`src/rtl/change_pkg.sv`:
```
// Shared types and defaults for the change payout stage.
package change_pkg;

  localparam int COIN_W      = 4;
  localparam int DEF_TIMEOUT = 50;
  localparam int DEF_GAP_CYC = 2;

  typedef enum logic [2:0] {
    ST_IDLE  = 3'd0,
    ST_RUN   = 3'd1,
    ST_GAP   = 3'd2,
    ST_DONE  = 3'd3,
    ST_FAULT = 3'd4
  } pay_state_t;

endpackage

```
`src/rtl/sns_sync.sv`:
```
// Two-flop synchronizer for the hopper exit sensor with a one-cycle
// pulse on each synchronized rising edge.
module sns_sync (
  input  logic clk,
  input  logic rst,
  input  logic d,
  output logic rise
);

  logic r_sync1;
  logic r_sync2;
  logic r_sync2_q;

  always_ff @(posedge clk) begin
    if (rst) begin
      r_sync1   <= 1'b0;
      r_sync2   <= 1'b0;
      r_sync2_q <= 1'b0;
    end else begin
      r_sync1   <= d;
      r_sync2   <= r_sync1;
      r_sync2_q <= r_sync2;
    end
  end

  assign rise = r_sync2 & ~r_sync2_q;

endmodule

```
`src/rtl/change_payout.sv`:
```
// Change payout stage: latches the coin count at vend time and drives the
// hopper one coin at a time, with stall timeout and sticky fault.
//
// state    | meaning
// ---------+----------------------------------------------------------
// ST_IDLE  | waiting for a vend strobe
// ST_RUN   | motor on, waiting for the next coin, timeout counting
// ST_GAP   | motor off for GAP_CYC cycles after a confirmed coin
// ST_DONE  | one-cycle completion pulse
// ST_FAULT | hopper stalled or empty; held until reset
module change_payout
  import change_pkg::*;
#(
  parameter int TIMEOUT = DEF_TIMEOUT,
  parameter int GAP_CYC = DEF_GAP_CYC
) (
  input  logic              clk,
  input  logic              rst,
  input  logic              can,
  input  logic [COIN_W-1:0] coin,
  input  logic              hop_sns,
  output logic              hop_en,
  output logic [COIN_W-1:0] remain,
  output logic              busy,
  output logic              done,
  output logic              err
);

  localparam int TO_W  = (TIMEOUT > 1) ? $clog2(TIMEOUT) : 1;
  localparam int GAP_W = (GAP_CYC > 1) ? $clog2(GAP_CYC) : 1;
  localparam logic [TO_W-1:0]  TO_LAST  = TO_W'(TIMEOUT - 1);
  localparam logic [GAP_W-1:0] GAP_LAST = GAP_W'(GAP_CYC - 1);

  pay_state_t        r_state;
  logic              r_hop_en;
  logic [COIN_W-1:0] r_remain;
  logic              r_busy;
  logic              r_done;
  logic              r_err;
  logic [TO_W-1:0]   r_to_cnt;
  logic [GAP_W-1:0]  r_gap_cnt;

  logic              w_rise;
  logic              w_dec_ok;
  logic [COIN_W-1:0] w_remain_dec;
  logic              w_last_coin;

  sns_sync u_sns_sync (
    .clk  (clk),
    .rst  (rst),
    .d    (hop_sns),
    .rise (w_rise)
  );

  // A decrement at zero is suppressed so remain can never wrap.
  assign w_dec_ok     = w_rise && (r_remain != '0);
  assign w_remain_dec = r_remain - COIN_W'(1);
  assign w_last_coin  = w_dec_ok && (w_remain_dec == '0);

  always_ff @(posedge clk) begin
    if (rst) begin
      r_state   <= ST_IDLE;
      r_hop_en  <= 1'b0;
      r_remain  <= '0;
      r_busy    <= 1'b0;
      r_done    <= 1'b0;
      r_err     <= 1'b0;
      r_to_cnt  <= '0;
      r_gap_cnt <= '0;
    end else begin
      r_done <= 1'b0;
      unique case (r_state)
        ST_IDLE: begin
          if (can) begin
            if (coin != '0) begin
              r_remain <= coin;
              r_to_cnt <= '0;
              r_hop_en <= 1'b1;
              r_busy   <= 1'b1;
              r_state  <= ST_RUN;
            end else begin
              r_remain <= '0;
              r_done   <= 1'b1;
              r_state  <= ST_DONE;
            end
          end
        end

        ST_RUN: begin
          if (w_last_coin) begin
            r_remain <= '0;
            r_hop_en <= 1'b0;
            r_busy   <= 1'b0;
            r_done   <= 1'b1;
            r_state  <= ST_DONE;
          end else if (w_dec_ok) begin
            r_remain  <= w_remain_dec;
            r_hop_en  <= 1'b0;
            r_to_cnt  <= '0;
            r_gap_cnt <= '0;
            r_state   <= ST_GAP;
          end else if (r_to_cnt == TO_LAST) begin
            r_hop_en <= 1'b0;
            r_busy   <= 1'b0;
            r_err    <= 1'b1;
            r_state  <= ST_FAULT;
          end else begin
            r_to_cnt <= r_to_cnt + TO_W'(1);
          end
        end

        // A late sensor edge from the previous coin can still land here.
        ST_GAP: begin
          if (w_last_coin) begin
            r_remain <= '0;
            r_busy   <= 1'b0;
            r_done   <= 1'b1;
            r_state  <= ST_DONE;
          end else begin
            if (w_dec_ok) begin
              r_remain <= w_remain_dec;
            end
            if (r_gap_cnt == GAP_LAST) begin
              r_to_cnt <= '0;
              r_hop_en <= 1'b1;
              r_state  <= ST_RUN;
            end else begin
              r_gap_cnt <= r_gap_cnt + GAP_W'(1);
            end
          end
        end

        ST_DONE: begin
          r_state <= ST_IDLE;
        end

        ST_FAULT: begin
          r_hop_en <= 1'b0;
          r_busy   <= 1'b0;
          r_err    <= 1'b1;
        end

        default: begin
          r_state <= ST_IDLE;
        end
      endcase
    end
  end

  assign hop_en = r_hop_en;
  assign remain = r_remain;
  assign busy   = r_busy;
  assign done   = r_done;
  assign err    = r_err;

endmodule

```
`config.mk`:
```
export PLATFORM = sky130hd
export DESIGN_NAME = change_payout
export DESIGN_NICKNAME = d
export VERILOG_FILES = /design/src/rtl/change_pkg.sv /design/src/rtl/sns_sync.sv /design/src/rtl/change_payout.sv
export SDC_FILE = /design/constraint.sdc
export NUM_CORES = 1
export LEC_CHECK = 0
export ABC_AREA = 1
export CORE_ASPECT_RATIO = 1.75
export CORE_UTILIZATION = 55
export DETAILED_ROUTE_END_ITERATION = 10
export GPL_ROUTABILITY_DRIVEN = 1
export PLACE_DENSITY = 0.79
export SLEW_MARGIN = 40
export SYNTH_ARGS = -nofsm -noshare
export SYNTH_HDL_FRONTEND = slang
export SYNTH_SLANG_ARGS = --single-unit
```
`constraint.sdc`:
```
create_clock -name clk -period 3.95 [get_ports clk]
set_clock_uncertainty 0.05 [all_clocks]
set_input_delay 0.9875 -clock clk [delete_from_list [all_inputs] [get_ports clk]]
set_output_delay 0.9875 -clock clk [all_outputs]
set_load 0.02 [all_outputs]
```
==> impl_metrics.json <==
{
  "synth_top_family_by_area": "simple AND/OR/NAND/NOR gates",
  "crit_type": "flop to output port",
  "io_pins": 16,
  "clock.fmax_mhz": 421.2,
  "cp.buffers_inverters": 1,
  "layout_common_cells": "nand2_1, nor2_1, inv_1",
  "drive_gt1_share_pct": 13.36,
  "r2r-start": "remain[0]$_SDFFE_PP0P_",
  "postCtsHoldBufs": 0,
  "whs_path_depth": 2,
  "synth_cells": 200,
  "io_buffers": 15,
  "synth_warnings": 0,
  "routedWlPerCell_um": 12.64,
  "synth.distinct_cells": 27,
  "period_share_pct": 60.11,
  "p_total_mw": 0.7567,
  "r2r_setup_slack_ps": 2050,
  "clock-sinks": 21,
  "die_area_um2": 2596,
  "cts_buffers": 3,
  "synth_seq_cells": 21,
  "drc": 0,
  "grt_pass1_wl_um": 4857,
  "vias_per_cell": 5.318,
  "syn-num-nets": 213,
  "finalSetupViolations": 0,
  "whs_endpoint": "u_sns_sync.r_sync2$_SDFF_PP0_",
  "cts_buffer_depth": 2,
  "antenna_found_initial": 0,
  "p_leak_nw": 0.6923,
  "maxSlewHeadroom_pct": 62.90,
  "final_net_count": 231,
  "postCtsSetupBuffers": 0,
  "outcome": "complete, no violations",
  "synth-simple-area-share_pct": 42.19,
  "cp.required_ps": 2910,
  "grt_max_degree": 17,
  "start_kind": "flop",
  "tightest_slew_ps": 554.8,
  "hold_viol": 0,
  "layout_commonest_cell": "nand2_1",
  "powerDensity_nw_per_um2": 493.3,
  "worstPathCellList": "clkdlybuf4s50_1",
  "setup_slack_ps": 1576,
  "fin_tns_setup_ps": 0,
  "netlist_area_um2": 1314,
  "cts_root_buf": "clkbuf_8",
  "worstReg2RegEnd": "r_to_cnt[1]$_SDFFE_PP0P_",
  "peakVddDrop_mv": 0.2877,
  "crit_family": "buffers and inverters",
  "cts_tree": "done",
  "place.gp.congestion": 0.9234,
  "postRouteAntennaNets": 0,
  "synth_compound_area_share_pct": 12.57,
  "finalCriticalPeriod_ps": 2374,
  "crit_fanout": 5,
  "max-cap-violations": 0,
  "grt.overflow.total": 0,
  "min-delay-start": "u_sns_sync.r_sync1$_SDFF_PP0_",
  "path_clk_slew_ps": 80,
  "htreeDepth": 1,
  "seq_area_frac_synth_pct": 32.00,
  "dp_hpwl_um": 2416,
  "r2r_cells": 10,
  "worstSkewPairLatency_ps": 270,
  "critical_path.max_stage_delay_ps": 640,
  "num_rows": 23,
  "area_delta_synth_final_pct": 16.76,
  "synth.area.mux_share_pct": 0,
  "die_h_um": 66.66,
  "cts_resized": 0,
  "syn_avg_cell_area_um2": 6.569,
  "core_um2": 2273,
  "track_usage_pct": 26.75,
  "grt_pass1_vias": 1229,
  "hold_path.class": "flop to flop",
  "dr.first_iter.drc_count": 32,
  "report.final.slew_viol_count": 0,
  "die_w_um": 38.95,
  "vias": 1287,
  "holdWs_ps": 367.0,
  "drt_pass1_iterations": 4,
  "routed_wl_um": 3058,
  "pre_cts_ws_ps": 1436,
  "grt_setup_unrepaired": "no",
  "endpoint_kind": "output port",
  "diodes": 0,
  "initial_core_util_pct": 57.79,
  "cp.arrival_ps": 1340,
  "slowest_stage": "clkdlybuf4s50_1",
  "synth_xor_xnor_area_share_pct": 0,
  "synthAdderAreaFrac_pct": 4.762
}
## power breakdown
part	internal [mW]	switching [mW]	total [mW]
Combinational	0.123	0.224	0.348
Sequential	0.238	0.0239	0.262
Clock	0.0706	0.0761	0.147
Total	0.432	0.324	0.757
## worst reg2reg max path: stages (launching register included)
cell and delay (ps):
dfxtp_1 360, inv_1 130, ha_1 270, a21oi_4 330, nand4_2 160, nand2_2 140
inv_2 40, nand2_2 120, nand2_1 70, nand2_1 60, nor2_1 40
## worst max-delay path by stage
stage                                       from                        to  slack, ps  cells after the start
after CTS                 remain[2]$_SDFFE_PP0P_                 remain[2]       1570                      1
after floorplan                          coin[3]  r_to_cnt[1]$_SDFFE_PP0P_       2090                     10
after global routing      remain[2]$_SDFFE_PP0P_                 remain[2]       1520                      1
after detailed placement                 coin[1]       hop_en$_SDFFE_PP0P_       1440                     11
after global placement                   coin[3]       hop_en$_SDFFE_PP0P_       1420                     11
final                     remain[2]$_SDFFE_PP0P_                 remain[2]       1580                      1
## cell type report
cell class,count,area (um2)
clock buffers,3,41.29
clock inverters,1,5.005
fillers,205,739.5
inverters,27,103.9
multi-input cells,150,782.0
flip-flops and latches,21,420.4
well taps,25,31.28
repair buffers,15,150.1
## per-layer routing
metal  global-route usage [%]  wire (um)  vias to the layer above
li1                         -          -                      665
met4                    19.40         90                        0
met2                    50.63       1709                       38
met3                    3.333        105                       10
met1                    23.08       1152                      574
met5                        0          0                        -
## per-stage QoR
stage | area, um2 | instances | utilization, %
final | 1534 | 242 | 67.47
after global routing | 1534 | 242 | 67.47
after CTS | 1534 | 242 | 67.47
after global placement | 1488 | 238 | 65.44
after detailed placement | 1488 | 238 | 65.44
after floorplan | 1314 | 200 | -
## logic make-up (layout without fill, tap and decap cells)
logic type,after synthesis,in the layout
adders and majority gates,5,5
buffers and inverters,29,46
AOI/OAI and AO/OA,26,26
DFF,21,21
and+or+nand+nor,119,119
## synth_stat cells
master / instances / area share, %
a21oi_1: 15 / 5.7
a21oi_4: 1 / 1.2
clkbuf_1: 2 / 0.57
dfxtp_1: 21 / 32
ha_1: 5 / 4.8
inv_1: 23 / 6.6
inv_2: 3 / 0.86
inv_4: 1 / 0.48
nand2_1: 58 / 17
nand2_2: 5 / 2.4
nand3_1: 11 / 4.2
nand3_2: 3 / 2.3
nand3b_2: 1 / 0.86
nand4_1: 3 / 1.4
nand4_2: 1 / 0.95
nor2_1: 25 / 7.1
nor2_2: 6 / 2.9
nor2_4: 2 / 1.7
nor3_1: 1 / 0.38
nor4_1: 2 / 0.95
o211ai_1: 1 / 0.57
o211ai_4: 1 / 1.6
o21a_1: 1 / 0.57
o21ai_0: 3 / 1.1
o21ai_1: 3 / 1.1
o21bai_1: 1 / 0.57
or2_2: 1 / 0.48
## flip-flops by register name (all words and copies together) (netlist names)
| register | count |
|---|---|
| r_to_cnt | 6 |
| remain | 4 |
| r_state | 3 |
| busy | 1 |
| done | 1 |
| err | 1 |
| hop_en | 1 |
| r_gap_cnt | 1 |
| u_sns_sync.r_sync1 | 1 |
| u_sns_sync.r_sync2 | 1 |
| u_sns_sync.r_sync2_q | 1 |
No activity file was read; power rests on OpenSTA's default activity.
